**src/rtl/eda_regional_max_pkg.sv**
```systemverilog
// Shared types and default geometry for the eda_regional_max host front end.
`ifndef CFG_M
`define CFG_M 4
`endif
`ifndef CFG_N
`define CFG_N 4
`endif
`ifndef CFG_PIXEL_WIDTH
`define CFG_PIXEL_WIDTH 8
`endif
`ifndef CFG_I_WIDTH
`define CFG_I_WIDTH 2
`endif
`ifndef CFG_J_WIDTH
`define CFG_J_WIDTH 2
`endif
`ifndef CFG_ADDR_WIDTH
`define CFG_ADDR_WIDTH (`CFG_I_WIDTH + `CFG_J_WIDTH)
`endif

package eda_regional_max_pkg;

  localparam int CFG_M_DEF           = `CFG_M;
  localparam int CFG_N_DEF           = `CFG_N;
  localparam int CFG_PIXEL_WIDTH_DEF = `CFG_PIXEL_WIDTH;
  localparam int CFG_I_WIDTH_DEF     = `CFG_I_WIDTH;
  localparam int CFG_J_WIDTH_DEF     = `CFG_J_WIDTH;
  localparam int CFG_ADDR_WIDTH_DEF  = `CFG_ADDR_WIDTH;

  // Frame lifecycle: load pixels, let the last write land, kick the core,
  // wait for a fresh done edge, then stream the result mask out.
  typedef enum logic [2:0] {
    LOAD  = 3'd0,
    FLUSH = 3'd1,
    START = 3'd2,
    WAIT  = 3'd3,
    DRAIN = 3'd4
  } host_state_e;

endpackage

```
**src/rtl/eda_row_serializer.sv**
```systemverilog
// Captures the core's M x N result mask and presents it one row per
// valid/ready beat, holding the current beat stable while stalled.
module eda_row_serializer
  import eda_regional_max_pkg::*;
#(
  parameter int M       = CFG_M_DEF,
  parameter int N       = CFG_N_DEF,
  parameter int I_WIDTH = CFG_I_WIDTH_DEF
) (
  input  logic                     clk,
  input  logic                     reset_n,
  input  logic                     capture_i,
  input  logic [M-1:0][N-1:0]      matrix_i,
  output logic                     row_valid_o,
  input  logic                     row_ready_i,
  output logic [N-1:0]             row_data_o,
  output logic [I_WIDTH-1:0]       row_idx_o,
  output logic                     row_last_o,
  output logic                     drain_done_o
);

  logic [M-1:0][N-1:0] cap_q;
  logic [I_WIDTH-1:0]  row_q;
  logic                valid_q;
  logic                at_last;
  logic                row_hs;

  assign at_last = (row_q == I_WIDTH'(M - 1));
  assign row_hs  = valid_q & row_ready_i;

  // Snapshot the mask on the done edge; walk rows on each accepted beat.
  always_ff @(posedge clk) begin
    if (!reset_n) begin
      cap_q   <= '0;
      row_q   <= '0;
      valid_q <= 1'b0;
    end else if (capture_i) begin
      cap_q   <= matrix_i;
      row_q   <= '0;
      valid_q <= 1'b1;
    end else if (row_hs) begin
      if (at_last) begin
        row_q   <= '0;
        valid_q <= 1'b0;
      end else begin
        row_q <= row_q + 1'b1;
      end
    end
  end

  // Data and last are forced low between frames so the bus idles at zero.
  assign row_valid_o  = valid_q;
  assign row_data_o   = valid_q ? cap_q[row_q] : '0;
  assign row_idx_o    = row_q;
  assign row_last_o   = valid_q & at_last;
  assign drain_done_o = row_hs & at_last;

endmodule

```
**src/rtl/eda_regional_max_host_if.sv**
```systemverilog
// Host front end for eda_regional_max: turns a raster pixel stream into
// {i,j}-addressed core writes, starts the core once per frame, and hands
// the result mask back row by row.
module eda_regional_max_host_if
  import eda_regional_max_pkg::*;
#(
  parameter int M           = CFG_M_DEF,
  parameter int N           = CFG_N_DEF,
  parameter int PIXEL_WIDTH = CFG_PIXEL_WIDTH_DEF,
  parameter int I_WIDTH     = CFG_I_WIDTH_DEF,
  parameter int J_WIDTH     = CFG_J_WIDTH_DEF,
  parameter int ADDR_WIDTH  = CFG_ADDR_WIDTH_DEF
) (
  input  logic                   clk,
  input  logic                   reset_n,
  input  logic                   s_pix_valid,
  output logic                   s_pix_ready,
  input  logic [PIXEL_WIDTH-1:0] s_pix_data,
  output logic [ADDR_WIDTH-1:0]  core_wr_addr,
  output logic [PIXEL_WIDTH-1:0] core_pixel_in,
  output logic                   core_write_en,
  output logic                   core_start,
  input  logic                   core_done,
  input  logic [M-1:0][N-1:0]    core_matrix,
  output logic                   m_row_valid,
  input  logic                   m_row_ready,
  output logic [N-1:0]           m_row_data,
  output logic [I_WIDTH-1:0]     m_row_idx,
  output logic                   m_row_last,
  output logic                   busy
);

  host_state_e            state_q;
  logic [I_WIDTH-1:0]     i_q;
  logic [J_WIDTH-1:0]     j_q;
  logic                   wr_en_q;
  logic [ADDR_WIDTH-1:0]  wr_addr_q;
  logic [PIXEL_WIDTH-1:0] wr_data_q;
  logic                   start_q;
  logic                   done_prev_q;

  logic                   accept;
  logic                   last_col;
  logic                   last_pix;
  logic                   done_rise;
  logic                   capture;
  logic                   drain_done;

  assign s_pix_ready = (state_q == LOAD);
  assign busy        = (state_q != LOAD);
  assign accept      = s_pix_valid & s_pix_ready;
  assign last_col    = (j_q == J_WIDTH'(N - 1));
  assign last_pix    = last_col && (i_q == I_WIDTH'(M - 1));
  // A done level already present on WAIT entry is stale; only a fresh
  // low-to-high transition counts as completion of this frame.
  assign done_rise   = core_done & ~done_prev_q;
  assign capture     = (state_q == WAIT) && done_rise;

  // Frame FSM, pixel/address counters and registered core-side strobes.
  always_ff @(posedge clk) begin
    if (!reset_n) begin
      state_q     <= LOAD;
      i_q         <= '0;
      j_q         <= '0;
      wr_en_q     <= 1'b0;
      wr_addr_q   <= '0;
      wr_data_q   <= '0;
      start_q     <= 1'b0;
      done_prev_q <= 1'b0;
    end else begin
      done_prev_q <= core_done;
      wr_en_q     <= 1'b0;
      start_q     <= 1'b0;
      case (state_q)
        LOAD: begin
          if (accept) begin
            wr_en_q   <= 1'b1;
            wr_addr_q <= {i_q, j_q};
            wr_data_q <= s_pix_data;
            // Column wraps at N-1 so unused j codes never appear.
            if (last_col) begin
              j_q <= '0;
              i_q <= (i_q == I_WIDTH'(M - 1)) ? '0 : i_q + 1'b1;
            end else begin
              j_q <= j_q + 1'b1;
            end
            if (last_pix) begin
              state_q <= FLUSH;
            end
          end
        end
        FLUSH: begin
          // Final write is on the bus this cycle; start follows it.
          start_q <= 1'b1;
          state_q <= START;
        end
        START: begin
          state_q <= WAIT;
        end
        WAIT: begin
          if (done_rise) begin
            state_q <= DRAIN;
          end
        end
        DRAIN: begin
          if (drain_done) begin
            state_q <= LOAD;
          end
        end
        default: begin
          state_q <= LOAD;
        end
      endcase
    end
  end

  assign core_write_en = wr_en_q;
  assign core_wr_addr  = wr_addr_q;
  assign core_pixel_in = wr_data_q;
  assign core_start    = start_q;

  eda_row_serializer #(
    .M       (M),
    .N       (N),
    .I_WIDTH (I_WIDTH)
  ) u_row_serializer (
    .clk          (clk),
    .reset_n      (reset_n),
    .capture_i    (capture),
    .matrix_i     (core_matrix),
    .row_valid_o  (m_row_valid),
    .row_ready_i  (m_row_ready),
    .row_data_o   (m_row_data),
    .row_idx_o    (m_row_idx),
    .row_last_o   (m_row_last),
    .drain_done_o (drain_done)
  );

endmodule
```
**config.mk**
```make
export PLATFORM = sky130hd
export DESIGN_NAME = eda_regional_max_host_if
export DESIGN_NICKNAME = d
export VERILOG_FILES = /design/src/rtl/eda_regional_max_pkg.sv /design/src/rtl/eda_row_serializer.sv /design/src/rtl/eda_regional_max_host_if.sv
export SDC_FILE = /design/constraint.sdc
export NUM_CORES = 1
export LEC_CHECK = 0
export ABC_AREA = 1
export BUFFER_PORTS_ARGS = -buffer_cell sky130_fd_sc_hd__buf_2
export CAP_MARGIN = 20
export CORE_AREA = 5 5 76 78
export DETAILED_ROUTE_END_ITERATION = 10
export DIE_AREA = 0 0 81 83
export PLACE_DENSITY = 0.59
export SYNTH_ARGS = -nofsm -noshare
export SYNTH_HDL_FRONTEND = slang
export SYNTH_SLANG_ARGS = --single-unit
```
**constraint.sdc**
```tcl
create_clock -name clk -period 1.55 [get_ports clk]
set_input_delay 0.0775 -clock clk [delete_from_list [all_inputs] [get_ports clk]]
set_output_delay 0.0775 -clock clk [all_outputs]
set_load 0.03 [all_outputs]
```
==> out/results.ini <==
[synth]
netlist_instances=224
synth_area_leaders=dfxtp_1 48%, nor2_1 11%, a21oi_1 7.6%
synthSimpleGateAreaFrac_pct=21.9
yosysMostFrequentCell=nor2_1
synth-compound-area-share_pct=18.6
syn_area_um2=1710
syn_area_per_cell_um2=7.62
synthMuxAreaShare_pct=0
synth_warnings=0
ys_types=18
synth_top_area_cell=dfxtp_1
async_flop_share_pct=0
synth_top_family_by_area=simple AND/OR/NAND/NOR gates
synthFlopType=dfxtp_1
synth_seq_cells=41
synth-adder-area-share_pct=2.20
ys_seq_area_share_pct=48.1
synth_xor_area_share_pct=0
synth_top_area_share_pct=48.1
synth_edf_count=0
synth_nets=256
synth_common_cells=50 x nor2_1, 41 x dfxtp_1, 26 x a21oi_1, 26 x o21ai_0, 22 x inv_1

[critical_path]
critical_path_class=flip-flop to primary output
setup.worst_path.end_class=primary output
arrival_ns=1.40
rr_startpoint=state_q[0]
endpoint=m_row_data[1]
start_kind=flip-flop
r2r_cells=6
rr_endpoint=u_row_serializer.cap_q[14]
cp_max_fo=8
critPathLaunch=u_row_serializer.row_idx_o[0]
rrSetupSlack_ns=0.28
required_ns=1.47

[routing]
wl_met2_mm=1.72
first_iter_violations=52
met1_length_mm=1.76
vias=1531
final_antenna_net_count=0
maxUsedRoutingLayer=met4
wl_per_cell_um=10.9
met3_wirelength_um=325
wl_mm=3.85
firstDrtPassIters=4
routed_via_density=4.35
drc_errors=0

[final_layout]
area_delta_synth_final_pct=26.0
layout.nets=313
diodes=0
drive_above_1_share_pct=25.5
fill_cells=561
stdcell_area_um2=2150

[flow_run]
max_cap_violations=0

[place]
globalplace.congestion=0.744
io_buffers=52
placed_cell_area_um2=2010
place_ws_ns=0.221
hpwl_mm=2.86

[clock_network]
root_buffer=clkbuf_8
htreeDepth=2
cts.sinks=41
cts_setup_buffers=0
path_clk_slew_ns=0.08
clock_path_buffers=2
cts_tree=yes
numCtsBuffers=5
clk_latency_ns=0.29

[sta]
slew_headroom_pct=77.6
finalCritPeriodShare_pct=95.3
hold_viol=0
finalMaxSlewViolations=0
fin_ws_ns=0.0730
grt_setup_unrepaired=yes
worst_slew_pin_slew_ns=0.336
period_minus_slack_ns=1.48
tns_ns=0
clock_skew_ns=0.00862
max_freq_ghz=0.677
setup_viol=0

[power]
power.static_leakage_nw=0.973
total_power_w=0.00231
power.density_nw_per_um2=1080
irDropWorstVdd_uv=574

[global_route]
grt_pass1_vias=1489
grt_max_degree=28
antenna_found_initial=0
grt_pass1_wl_mm=6.64
grt_use_total_pct=12.3
grt.overflow.total=0

[floorplanning]
start_util_pct=34.1
rows=26
dieArea_um2=6720
core_area_um2=5010
dieHeight_um=83
pin_count=53
die_x_um=81

[outcome]
status=complete, no violations

[hold_path]
hp-class=input pin to flip-flop

-- cells in the final DEF, fill, tap and decap left out --
cell           count
nand2_4            2
dfxtp_2            1
buf_4              6
dlygate4sd3_1      4
dfxtp_1           39
clkinvlp_4         1
nor2_1            50
nor2_8             1
inv_4              1
o21ai_1           10
o21ai_0           26
dfxtp_4            1
inv_1             22
ha_1               3
a211oi_1           1
nand3_1            7
nor2_4             2
clkinv_2           2
buf_2             48
nor3_1             3
inv_2              2
a21oi_1           26
clkbuf_8           5
nand2_1           19
-- area by class of cell --
type,instances,area [um^2],area share (%)
sequential,41,826,38.4
multi-input combinational,150,729,33.9
timing repair buffer,58,325,15.1
inverter,25,96.3,4.48
tap,70,87.6,4.07
clock buffer,5,68.8,3.20
clock inverter,3,17.5,0.814
-- cell families after synthesis --
group,count (synthesis)
buf+inv,33
simple gates,84
flops,41
fa+ha+maj,3
compound gates,63
-- per-layer routing --
metal,vias up,GRT usage [%]
li1,836,-
met1,654,15.2
met2,36,19.9
met3,5,4.44
met4,0,3.69
met5,-,0
-- how the worst min path moves through the flow --
stage               slack (ns)  cells past startpoint           from               end
floorplan                 0.17                      2      core_done       done_prev_q
global placement          0.27                      3      core_done       done_prev_q
detailed placement        0.27                      3      core_done       done_prev_q
CTS                      0.002                      3  s_pix_data[3]  core_pixel_in[3]
global route              0.02                      3  s_pix_data[3]  core_pixel_in[3]
finish                    0.01                      3  s_pix_data[3]  core_pixel_in[3]
-- repair_timing --
| action | in CTS | in global routing |
|---|---|---|
| resized for setup | 2 | 9 |
| hold buffers | 4 | 0 |
| endpoints found under the setup margin | 4 | 4 |
| pin swaps | 0 | 2 |
| hold endpoints to repair | 4 | 0 |
| cloned | 0 | 0 |
-- worst max-delay path: stages (launching register included) --
cell and delay [ns]:
dfxtp_4 0.38, inv_1 0.11, a21oi_1 0.14, o21ai_0 0.11, a21oi_1 0.19, buf_4 0.19
-- power breakdown --
group	internal, W	total (W)	switching [W]
Clock	0.000311	0.000673	0.000362
Sequential	0.00113	0.00117	0.0000423
Combinational	0.000154	0.000473	0.000319
Total	0.00159	0.00231	0.000723
-- sequential cells by signal, indices dropped and copies added, names as in the netlist --
signal                        cells
u_row_serializer.cap_q           16
core_pixel_in                     8
core_wr_addr                      4
state_q                           3
i_q                               2
j_q                               2
u_row_serializer.row_idx_o        2
core_start                        1
core_write_en                     1
done_prev_q                       1
u_row_serializer.row_valid_o      1
-- metrics by stage --
step                      hold slack (ns)  util, %  cells
after floorplan                     0.171        -    224
after global placement              0.274     40.1    340
after detailed placement            0.275     40.1    340
after CTS                         0.00188     42.7    352
after global routing               0.0225     42.9    352
final                              0.0113     42.9    352
Power figures use the tool's default switching activity.
